## src/rtl/vga_pkg.sv

```systemverilog
// Shared 640x480 timing constants and the lock-state encoding used by the
// VGA sync decoder.
package vga_pkg;

  localparam int HACT  = 640;
  localparam int VACT  = 480;
  localparam int H_OFS = 144;
  localparam int V_OFS = 35;

  typedef enum logic [1:0] {
    SEARCH = 2'd0,
    VERIFY = 2'd1,
    LOCKED = 2'd2
  } lock_state_t;

endpackage

```

## src/rtl/sync_edge_det.sv

```systemverilog
// Two-flop synchronizer for an active-low sync pin plus a falling-edge
// detector that only compares samples on pixel-tick cycles.
module sync_edge_det (
  input  logic clk,
  input  logic rst,
  input  logic pix_en,
  input  logic din,
  output logic fall
);

  logic meta;
  logic sync;
  logic prev;

  // Idle level of a sync pin is high, so every stage resets to 1 to avoid a
  // false edge right after reset.
  always_ff @(posedge clk or posedge rst) begin
    if (rst) begin
      meta <= 1'b1;
      sync <= 1'b1;
      prev <= 1'b1;
    end else begin
      meta <= din;
      sync <= meta;
      if (pix_en) prev <= sync;
    end
  end

  assign fall = pix_en & prev & ~sync;

endmodule

```

## src/rtl/vga_sync_decoder.sv

```systemverilog
// Recovers pixel position, line/frame lengths and a lock indication from
// externally supplied active-low h_sync/v_sync at a 25 MHz pixel rate.
module vga_sync_decoder #(
  parameter int HACT        = vga_pkg::HACT,
  parameter int VACT        = vga_pkg::VACT,
  parameter int H_OFS       = vga_pkg::H_OFS,
  parameter int V_OFS       = vga_pkg::V_OFS,
  parameter int LOCK_FRAMES = 2
) (
  input  logic                 CLK_50M,
  input  logic                 RESET,
  input  logic                 h_sync,
  input  logic                 v_sync,
  output logic [9:0]           xpos,
  output logic [9:0]           ypos,
  output logic                 active,
  output logic                 frame_start,
  output logic                 locked,
  output logic [9:0]           h_total,
  output logic [9:0]           v_total,
  output vga_pkg::lock_state_t state
);

  import vga_pkg::*;

  localparam logic [9:0] CNT_MAX = 10'h3FF;
  localparam logic [9:0] H_LO    = 10'(H_OFS);
  localparam logic [9:0] H_HI    = 10'(H_OFS + HACT);
  localparam logic [9:0] V_LO    = 10'(V_OFS);
  localparam logic [9:0] V_HI    = 10'(V_OFS + VACT);
  localparam logic [2:0] LOCK_N  = 3'(LOCK_FRAMES);

  logic        pix_en;
  logic        hs_fall;
  logic        vs_fall;
  logic [9:0]  h_cnt;
  logic [9:0]  v_cnt;
  logic        h_act;
  logic        v_act;
  logic        timeout;
  logic        same;
  lock_state_t state_n;
  logic [9:0]  ref_h, ref_h_n;
  logic [9:0]  ref_v, ref_v_n;
  logic [2:0]  match_cnt, match_n;

  always_ff @(posedge CLK_50M or posedge RESET) begin
    if (RESET) pix_en <= 1'b0;
    else       pix_en <= ~pix_en;
  end

  sync_edge_det u_hs (
    .clk    (CLK_50M),
    .rst    (RESET),
    .pix_en (pix_en),
    .din    (h_sync),
    .fall   (hs_fall)
  );

  sync_edge_det u_vs (
    .clk    (CLK_50M),
    .rst    (RESET),
    .pix_en (pix_en),
    .din    (v_sync),
    .fall   (vs_fall)
  );

  // A line boundary coinciding with the frame boundary is absorbed by the
  // v_cnt clear, so line 0 of the new frame starts at zero.
  always_ff @(posedge CLK_50M or posedge RESET) begin
    if (RESET) begin
      h_cnt   <= '0;
      v_cnt   <= '0;
      h_total <= '0;
      v_total <= '0;
    end else if (pix_en) begin
      if (hs_fall) begin
        h_total <= h_cnt + 10'd1;
        h_cnt   <= '0;
      end else if (h_cnt != CNT_MAX) begin
        h_cnt <= h_cnt + 10'd1;
      end
      if (vs_fall) begin
        v_total <= v_cnt;
        v_cnt   <= '0;
      end else if (hs_fall && v_cnt != CNT_MAX) begin
        v_cnt <= v_cnt + 10'd1;
      end
    end
  end

  assign h_act = (h_cnt >= H_LO) && (h_cnt < H_HI);
  assign v_act = (v_cnt >= V_LO) && (v_cnt < V_HI);

  always_ff @(posedge CLK_50M or posedge RESET) begin
    if (RESET) begin
      xpos        <= '0;
      ypos        <= '0;
      active      <= 1'b0;
      frame_start <= 1'b0;
    end else begin
      xpos        <= h_act ? h_cnt - H_LO : 10'd0;
      ypos        <= v_act ? v_cnt - V_LO : 10'd0;
      active      <= h_act & v_act;
      frame_start <= vs_fall;
    end
  end

  // The candidate frame is the v_cnt being latched now together with the
  // line length already held in h_total.
  assign timeout = (h_cnt == CNT_MAX) || (v_cnt == CNT_MAX);
  assign same    = (v_cnt == ref_v) && (h_total == ref_h);

  always_ff @(posedge CLK_50M or posedge RESET) begin
    if (RESET) begin
      state     <= SEARCH;
      ref_h     <= '0;
      ref_v     <= '0;
      match_cnt <= '0;
    end else begin
      state     <= state_n;
      ref_h     <= ref_h_n;
      ref_v     <= ref_v_n;
      match_cnt <= match_n;
    end
  end

  always_comb begin
    state_n = state;
    ref_h_n = ref_h;
    ref_v_n = ref_v;
    match_n = match_cnt;
    if (timeout) begin
      state_n = SEARCH;
      match_n = '0;
    end else if (vs_fall) begin
      case (state)
        SEARCH: begin
          ref_h_n = h_total;
          ref_v_n = v_cnt;
          match_n = '0;
          state_n = VERIFY;
        end
        VERIFY: begin
          if (same) begin
            match_n = match_cnt + 3'd1;
            if (match_n == LOCK_N) state_n = LOCKED;
          end else begin
            ref_h_n = h_total;
            ref_v_n = v_cnt;
            match_n = '0;
          end
        end
        LOCKED: begin
          if (!same) state_n = SEARCH;
        end
        default: state_n = SEARCH;
      endcase
    end
  end

  assign locked = (state == LOCKED);

endmodule

```

## config.mk

```make
export PLATFORM = sky130hd
export DESIGN_NAME = vga_sync_decoder
export DESIGN_NICKNAME = d
export VERILOG_FILES = /design/src/rtl/vga_pkg.sv /design/src/rtl/sync_edge_det.sv /design/src/rtl/vga_sync_decoder.sv
export SDC_FILE = /design/constraint.sdc
export NUM_CORES = 1
export LEC_CHECK = 0
export ABC_AREA = 0
export CELL_PAD_IN_SITES_DETAIL_PLACEMENT = 1
export CELL_PAD_IN_SITES_GLOBAL_PLACEMENT = 1
export CORE_ASPECT_RATIO = 1.2
export CORE_MARGIN = 3
export CORE_UTILIZATION = 50
export CTS_BUF_LIST = sky130_fd_sc_hd__clkbuf_2
export DETAILED_ROUTE_END_ITERATION = 16
export GPL_TIMING_DRIVEN = 0
export PLACE_DENSITY_LB_ADDON = 0.1
export SLEW_MARGIN = 25
export SYNTH_ARGS = -nofsm -noshare
export SYNTH_HDL_FRONTEND = slang
export SYNTH_SLANG_ARGS = --single-unit
```

## constraint.sdc

```tcl
create_clock -name CLK_50M -period 5.35 [get_ports CLK_50M]
set_input_delay 0.535 -clock CLK_50M [delete_from_list [all_inputs] [get_ports CLK_50M]]
set_output_delay 0.535 -clock CLK_50M [all_outputs]
set_load 0.02 [all_outputs]
```

# Yosys cells after proc, flatten, opt, wreduce, memory -nomap -nowiden
# Index checks and enable logic that the tools add are counted.
# op_classes
n_addsub,5
multipliers,0
div_mod_pow,0
n_lt_le_gt_ge,4
eq_ne,13
shifts,0
n_mux,20
n_bitwise,9
n_reduce_logical,18
# op_table
op,count
10-bit 2-to-1 mux,8
10-bit case mux with 2 select lines,2
"10-bit by 1-bit adder with 10-bit output, second input constant",2
10-bit equality test,2
"10-bit equality test, second input constant",2
"10-bit < comparator, second input constant",2
"10-bit inequality test, second input constant",2
"10-bit by 6-bit greater-or-equal comparator with 1-bit output, second input constant",1
"10-bit by 8-bit greater-or-equal comparator with 1-bit output, second input constant",1
2-bit 2-to-1 mux,5
2-bit AND reduction,5
"10-bit by 6-bit subtractor with 10-bit output, second input constant",1
"10-bit by 8-bit subtractor with 10-bit output, second input constant",1
3-bit 2-to-1 mux,3
"3-bit inequality test, second input constant",3
4-bit AND reduction,2
2-bit nonzero test,4
2-bit case mux with 3 select lines,1
3-bit case mux with 2 select lines,1
1-bit AND,5
1-bit logical AND,4
1-bit inverter,4
"3-bit by 1-bit adder with 3-bit output, second input constant",1
"3-bit by 2-bit equality test with 1-bit output, second input constant",1
6 further kinds,6
# totals
ff_bits,94
latch_bits,0
mem_bits_rw,0
romBits,0
out_inout_bits,45
elab_cells,88
n_memories,0

# Longest topological paths before layout
# depth
ltp_word,7
ltp_mapped,9
mapped_depth_nobuf,7

# Modules after synthesis
# Synthesis repeated with hierarchy kept, for this count alone.
# hier_totals
cells_unflattened,421
hier_area_um2,4476.8
# by_module_without_submodules
module,instances,cells_per_inst,area_per_inst_um2
vga_sync_decoder,1,409,4261.6
sync_edge_det,2,6,107.6

# Worst setup path after synthesis
# OpenSTA, ideal clock, no wires.
# synth_path
kind,reg2reg
startpoint,register h_total[0]
endpoint,register ref_h[0]
arrival_time_ns,1.796
required_time_ns,5.225
slack_ns,3.429
stages_incl_launch_ff,7
n_path_buf,1
period_less_slack_ns,1.921
path_cell_list,dfrtp_1 xor2_1 nor4_1 nand3_1 o21ai_2 buf_6 mux2_4
# synth_between
elab_chain_cells,4
elab_cells_between_ends,6
# synth_rtl
item,line,text
from (decl),vga_sync_decoder.sv:19,"output logic [9:0] h_total,"
from (signal assigned),vga_sync_decoder.sv:78,h_total <= h_cnt + 10'd1;
10-bit equality test,vga_sync_decoder.sv:112,assign same = (v_cnt == ref_v) && (h_total == ref_h);
1-bit logical AND,vga_sync_decoder.sv:112,
2-bit inequality test (no line),-,
4-bit AND reduction (no line),-,
to (signal assigned),vga_sync_decoder.sv:122,ref_h <= ref_h_n;
to (decl),vga_sync_decoder.sv:43,"logic [9:0] ref_h, ref_h_n;"
# Parallel ways exist; a longest one is shown, timed or not. The select of a mux whose other input is x is not followed.
# A chain may end at the register's enable or synchronous reset.

# Final worst setup path
# layout_path
startpoint,register state[0]
endpoint,output locked
# layout_between
elab_chain_cells,1
# layout_rtl
item,line,text
from (decl),vga_sync_decoder.sv:21,output vga_pkg::lock_state_t state
from (signal assigned),vga_sync_decoder.sv:121,state <= state_n;
2-bit equality test,vga_sync_decoder.sv:162,assign locked = (state == LOCKED);
to (decl),vga_sync_decoder.sv:18,"output logic locked,"
# Every way passes these cells.

==> flow_summary_export.csv <==
group,metric,value,unit
yosys,yosys_warnings,0,
setup_path,critical_path_arrival,1.88,ns
sta,report.final.slew_viol_count,0,
sta,unrepaired_setup_endpoints_after_global_routing,"no",
yosys,synth-async-reset-ratio,100.0,%
grt,grt_pass1_vias,3526,
drt,ant_nets,0,
setup_path,crit_path_cell_trace,"nor2b_1 -> clkdlybuf4s50_1",
sta,fmax,0.4143,GHz
die,coreArea,8657,um2
yosys,yosysSeqAreaShare,52.48,%
cts,clock_tree_from_tritoncts,"built",
grt,grt-ovfl-total,0,
yosys,synth.net_count,434,
die,placement_rows,37,
finish,num_antenna_cells,0,
setup_path,path_max_fanout,7,
sta,post-route-period-util,45.11,%
yosys,synthFlopType,"sky130_fd_sc_hd__dfrtp_1",
status,outcome,"finished clean",
cts,clock_tree.root_cell,"sky130_fd_sc_hd__clkbuf_2",
grt,global_route.usage.met3,2.464,%
power,irDropWorstVdd,174.9,uV
sta,fin_setup_tns,0,ns
sta,final_period_minus_worst_setup_slack,2.414,ns
placed_design,gpl.final_weighted_congestion,0.7987,
power,p_leak,2.527,nW
setup_path,cpLargestDelayFamily,"buffers and inverters",
die,die_width,92.57,um
sta,whs,0.2527,ns
setup_path,ff2ff_path_depth,7,
drt,drt_iter0_drc,124,
finish,final_cell_mix,"sky130_fd_sc_hd__dfrtp_1, sky130_fd_sc_hd__nand2_1, sky130_fd_sc_hd__clkdlybuf4s50_1, sky130_fd_sc_hd__nor2_1, sky130_fd_sc_hd__xnor2_1",
placed_design,pre_cts_slack,3.028,ns
placed_design,post-dp-hpwl,7.648,mm
die,die-height,109.9,um
sta,setup_slack,2.936,ns
yosys,post_synth.cell_area_avg,10.66,um2
cts,post_cts.repair.setup_buffers,0,
finish,fillCellCount,985,
cts,ctsLongestPathBuffers,2,
yosys,synth.ff_latch_count,94,
finish,final_common_cell,"sky130_fd_sc_hd__dfrtp_1",
sta,setup_violations,0,
grt,overall_routing_resource_usage,22.32,%
finish,area_growth,17.17,%
sta,worst_pin_slew,0.7070,ns
setup_path,worst_path_max_delay_cell,"sky130_fd_sc_hd__clkdlybuf4s50_1",
sta,fin_worst_skew,0.02482,ns
setup_path,worst_path_largest_cell_delay,0.62,ns
setup_path,r2r-start,"h_cnt[0]",
cts,cts.reportedPaths.clkPinSlew,0.25,ns
finish,final_net_count,494,
setup_path,critical_path.endpoint_type,"primary output",
cts,skew_pair_late_insertion_delay,0.54,ns
drt,wl,10.46,mm
die,floorplan.die_area,10170,um2
setup_path,criticalPathCategory,"reg -> out",
yosys,synth_cell_types,50,
sta,hold_viol,0,
power,power_density,286.4,nW/um2
finish,final_layout_size_suffix_gt1_share,15.20,%
cts,post_cts_resized,0,
cts,postCtsHoldBufs,0,
setup_path,critPathRequiredTime,4.82,ns
drt,detailed_route_via_count,3230,
drt,drt-pass1-iter-count,4,
grt,grt_first_pass_wirelength,17.66,mm
die,ios,49,
drt,remaining_drc_errors,0,
grt,largest_net_degree_at_the_start_of_global_routing,77,
placed_design,port_buffers,48,
grt,grt_most_used_layer,"met2",
grt,grt.met2_usage,41.63,%
die,floorplan.initialDensity,51.94,%
setup_path,critical_path.n_buffers_inverters,1,
cts,cts.sinks,94,
yosys,synthCells,422,
cts,clock_tree.htree_level_count,3,
min_path,worst_min_delay_path_category,"in -> async",
yosys,synth_edf_count,0,
run,drv_cap,0,
drt,via_per_inst,5.348,
sta,worst_slew_margin_rel,52.46,%
grt,antenna_found_initial,0,
yosys,netlist_area,4497,um2
setup_path,cp_launch_type,"flop",
cts,tritoncts.num_buffers,9,
drt,wl_per_cell,17.31,um
grt,groute.layer.met1.usage,27.13,%
setup_path,worst-r2r-setup-slack,3.00,ns
setup_path,regToRegEndpoint,"ref_h[2]",
[power by group]
group | internal, mW | switching, mW
sequential | 0.768 | 0.0625
clock | 0.108 | 0.239
combinational | 0.149 | 0.183
[worst register-to-register path: stages, from the launching register on]
cell and delay, ns:
sky130_fd_sc_hd__dfrtp_1 0.51, sky130_fd_sc_hd__ha_1 0.31, sky130_fd_sc_hd__nand4_2 0.27, sky130_fd_sc_hd__nor3_2 0.45, sky130_fd_sc_hd__nor3_2 0.11, sky130_fd_sc_hd__o21ai_2 0.11, sky130_fd_sc_hd__buf_6 0.21, sky130_fd_sc_hd__mux2_4 0.31
[worst max-delay path by stage]
| stage | start | end | slack (ns) | cells after the start |
|---|---|---|---|---|
| global route | state[0] | locked | 2.81 | 2 |
| global placement | RESET | ypos[6] | 0.94 | 2 |
| floorplan | RESET | active | 2.38 | 1 |
| detailed placement | h_cnt[0] | ref_h[0] | 3.03 | 7 |
| finish | state[0] | locked | 2.94 | 2 |
| CTS | state[0] | locked | 2.91 | 2 |
[flip-flops by register name, summed over array words and instances, names as in the netlist, 2 cells and up]
register	cells
ypos	10
match_cnt	3
h_cnt	10
state	2
h_total	10
xpos	10
v_cnt	10
ref_h	10
ref_v	10
v_total	10
[cell usage after synthesis, types with 8 or more instances]
cell | instances | share of area [%]
sky130_fd_sc_hd__o21ai_0 | 18 | 2.0
sky130_fd_sc_hd__inv_1 | 12 | 1.0
sky130_fd_sc_hd__mux2_4 | 20 | 6.7
sky130_fd_sc_hd__nand3_1 | 10 | 1.1
sky130_fd_sc_hd__dfrtp_1 | 88 | 49
sky130_fd_sc_hd__nor2_1 | 42 | 3.5
sky130_fd_sc_hd__a21oi_1 | 8 | 0.89
sky130_fd_sc_hd__nand4_1 | 8 | 1.1
sky130_fd_sc_hd__buf_2 | 9 | 1.0
sky130_fd_sc_hd__xor2_1 | 18 | 3.5
sky130_fd_sc_hd__nand2_1 | 63 | 5.3
sky130_fd_sc_hd__clkbuf_1 | 11 | 0.92
sky130_fd_sc_hd__ha_1 | 8 | 2.2
sky130_fd_sc_hd__nand2b_1 | 10 | 1.4
sky130_fd_sc_hd__xnor2_1 | 23 | 4.5
[cells by family (layout without fill, tap and decap cells)]
| group | count (synthesis) | after routing | synth area share, % |
|---|---|---|---|
| adders and majority gates | 8 | 8 | 2.226 |
| DFF | 94 | 94 | 52.48 |
| buffers and inverters | 39 | 104 | 4.340 |
| AOI/OAI and AO/OA | 50 | 50 | 7.318 |
| xor gates and xnor gates | 41 | 41 | 7.985 |
| muxes | 22 | 22 | 7.179 |
| and+or+nand+nor | 168 | 168 | 18.48 |
[stage by stage]
step	power (mW)	cell area [um2]	cells	utilization (%)
floorplan	1.059	4497	422	-
global placement	1.156	5124	587	59.18
detailed placement	1.177	5156	588	59.56
CTS	1.524	5269	604	60.86
global route	1.594	5269	604	60.86
finish	1.509	5269	604	60.86
[per-layer routing]
metal / vias to the layer above / wire (um)
met1: 1648 / 4387
met2: 36 / 5744
li1: 1535 / -
met4: 0 / 117
met3: 11 / 206
met5: - / 0
[area by class of cell]
| cell class | instances | area (um2) | area share, % |
|---|---|---|---|
| clock buffer | 10 | 50.05 | 0.9499 |
| timing repair buffer | 49 | 508.0 | 9.641 |
| tap | 117 | 146.4 | 2.778 |
| clock inverter | 6 | 62.56 | 1.187 |
| sequential | 94 | 2360 | 44.79 |
| multi-input combinational | 289 | 1942 | 36.86 |
| inverter | 12 | 50.05 | 0.9499 |
| buffer | 27 | 150.1 | 2.850 |
Note: power is estimated with default switching activity, not from simulation.
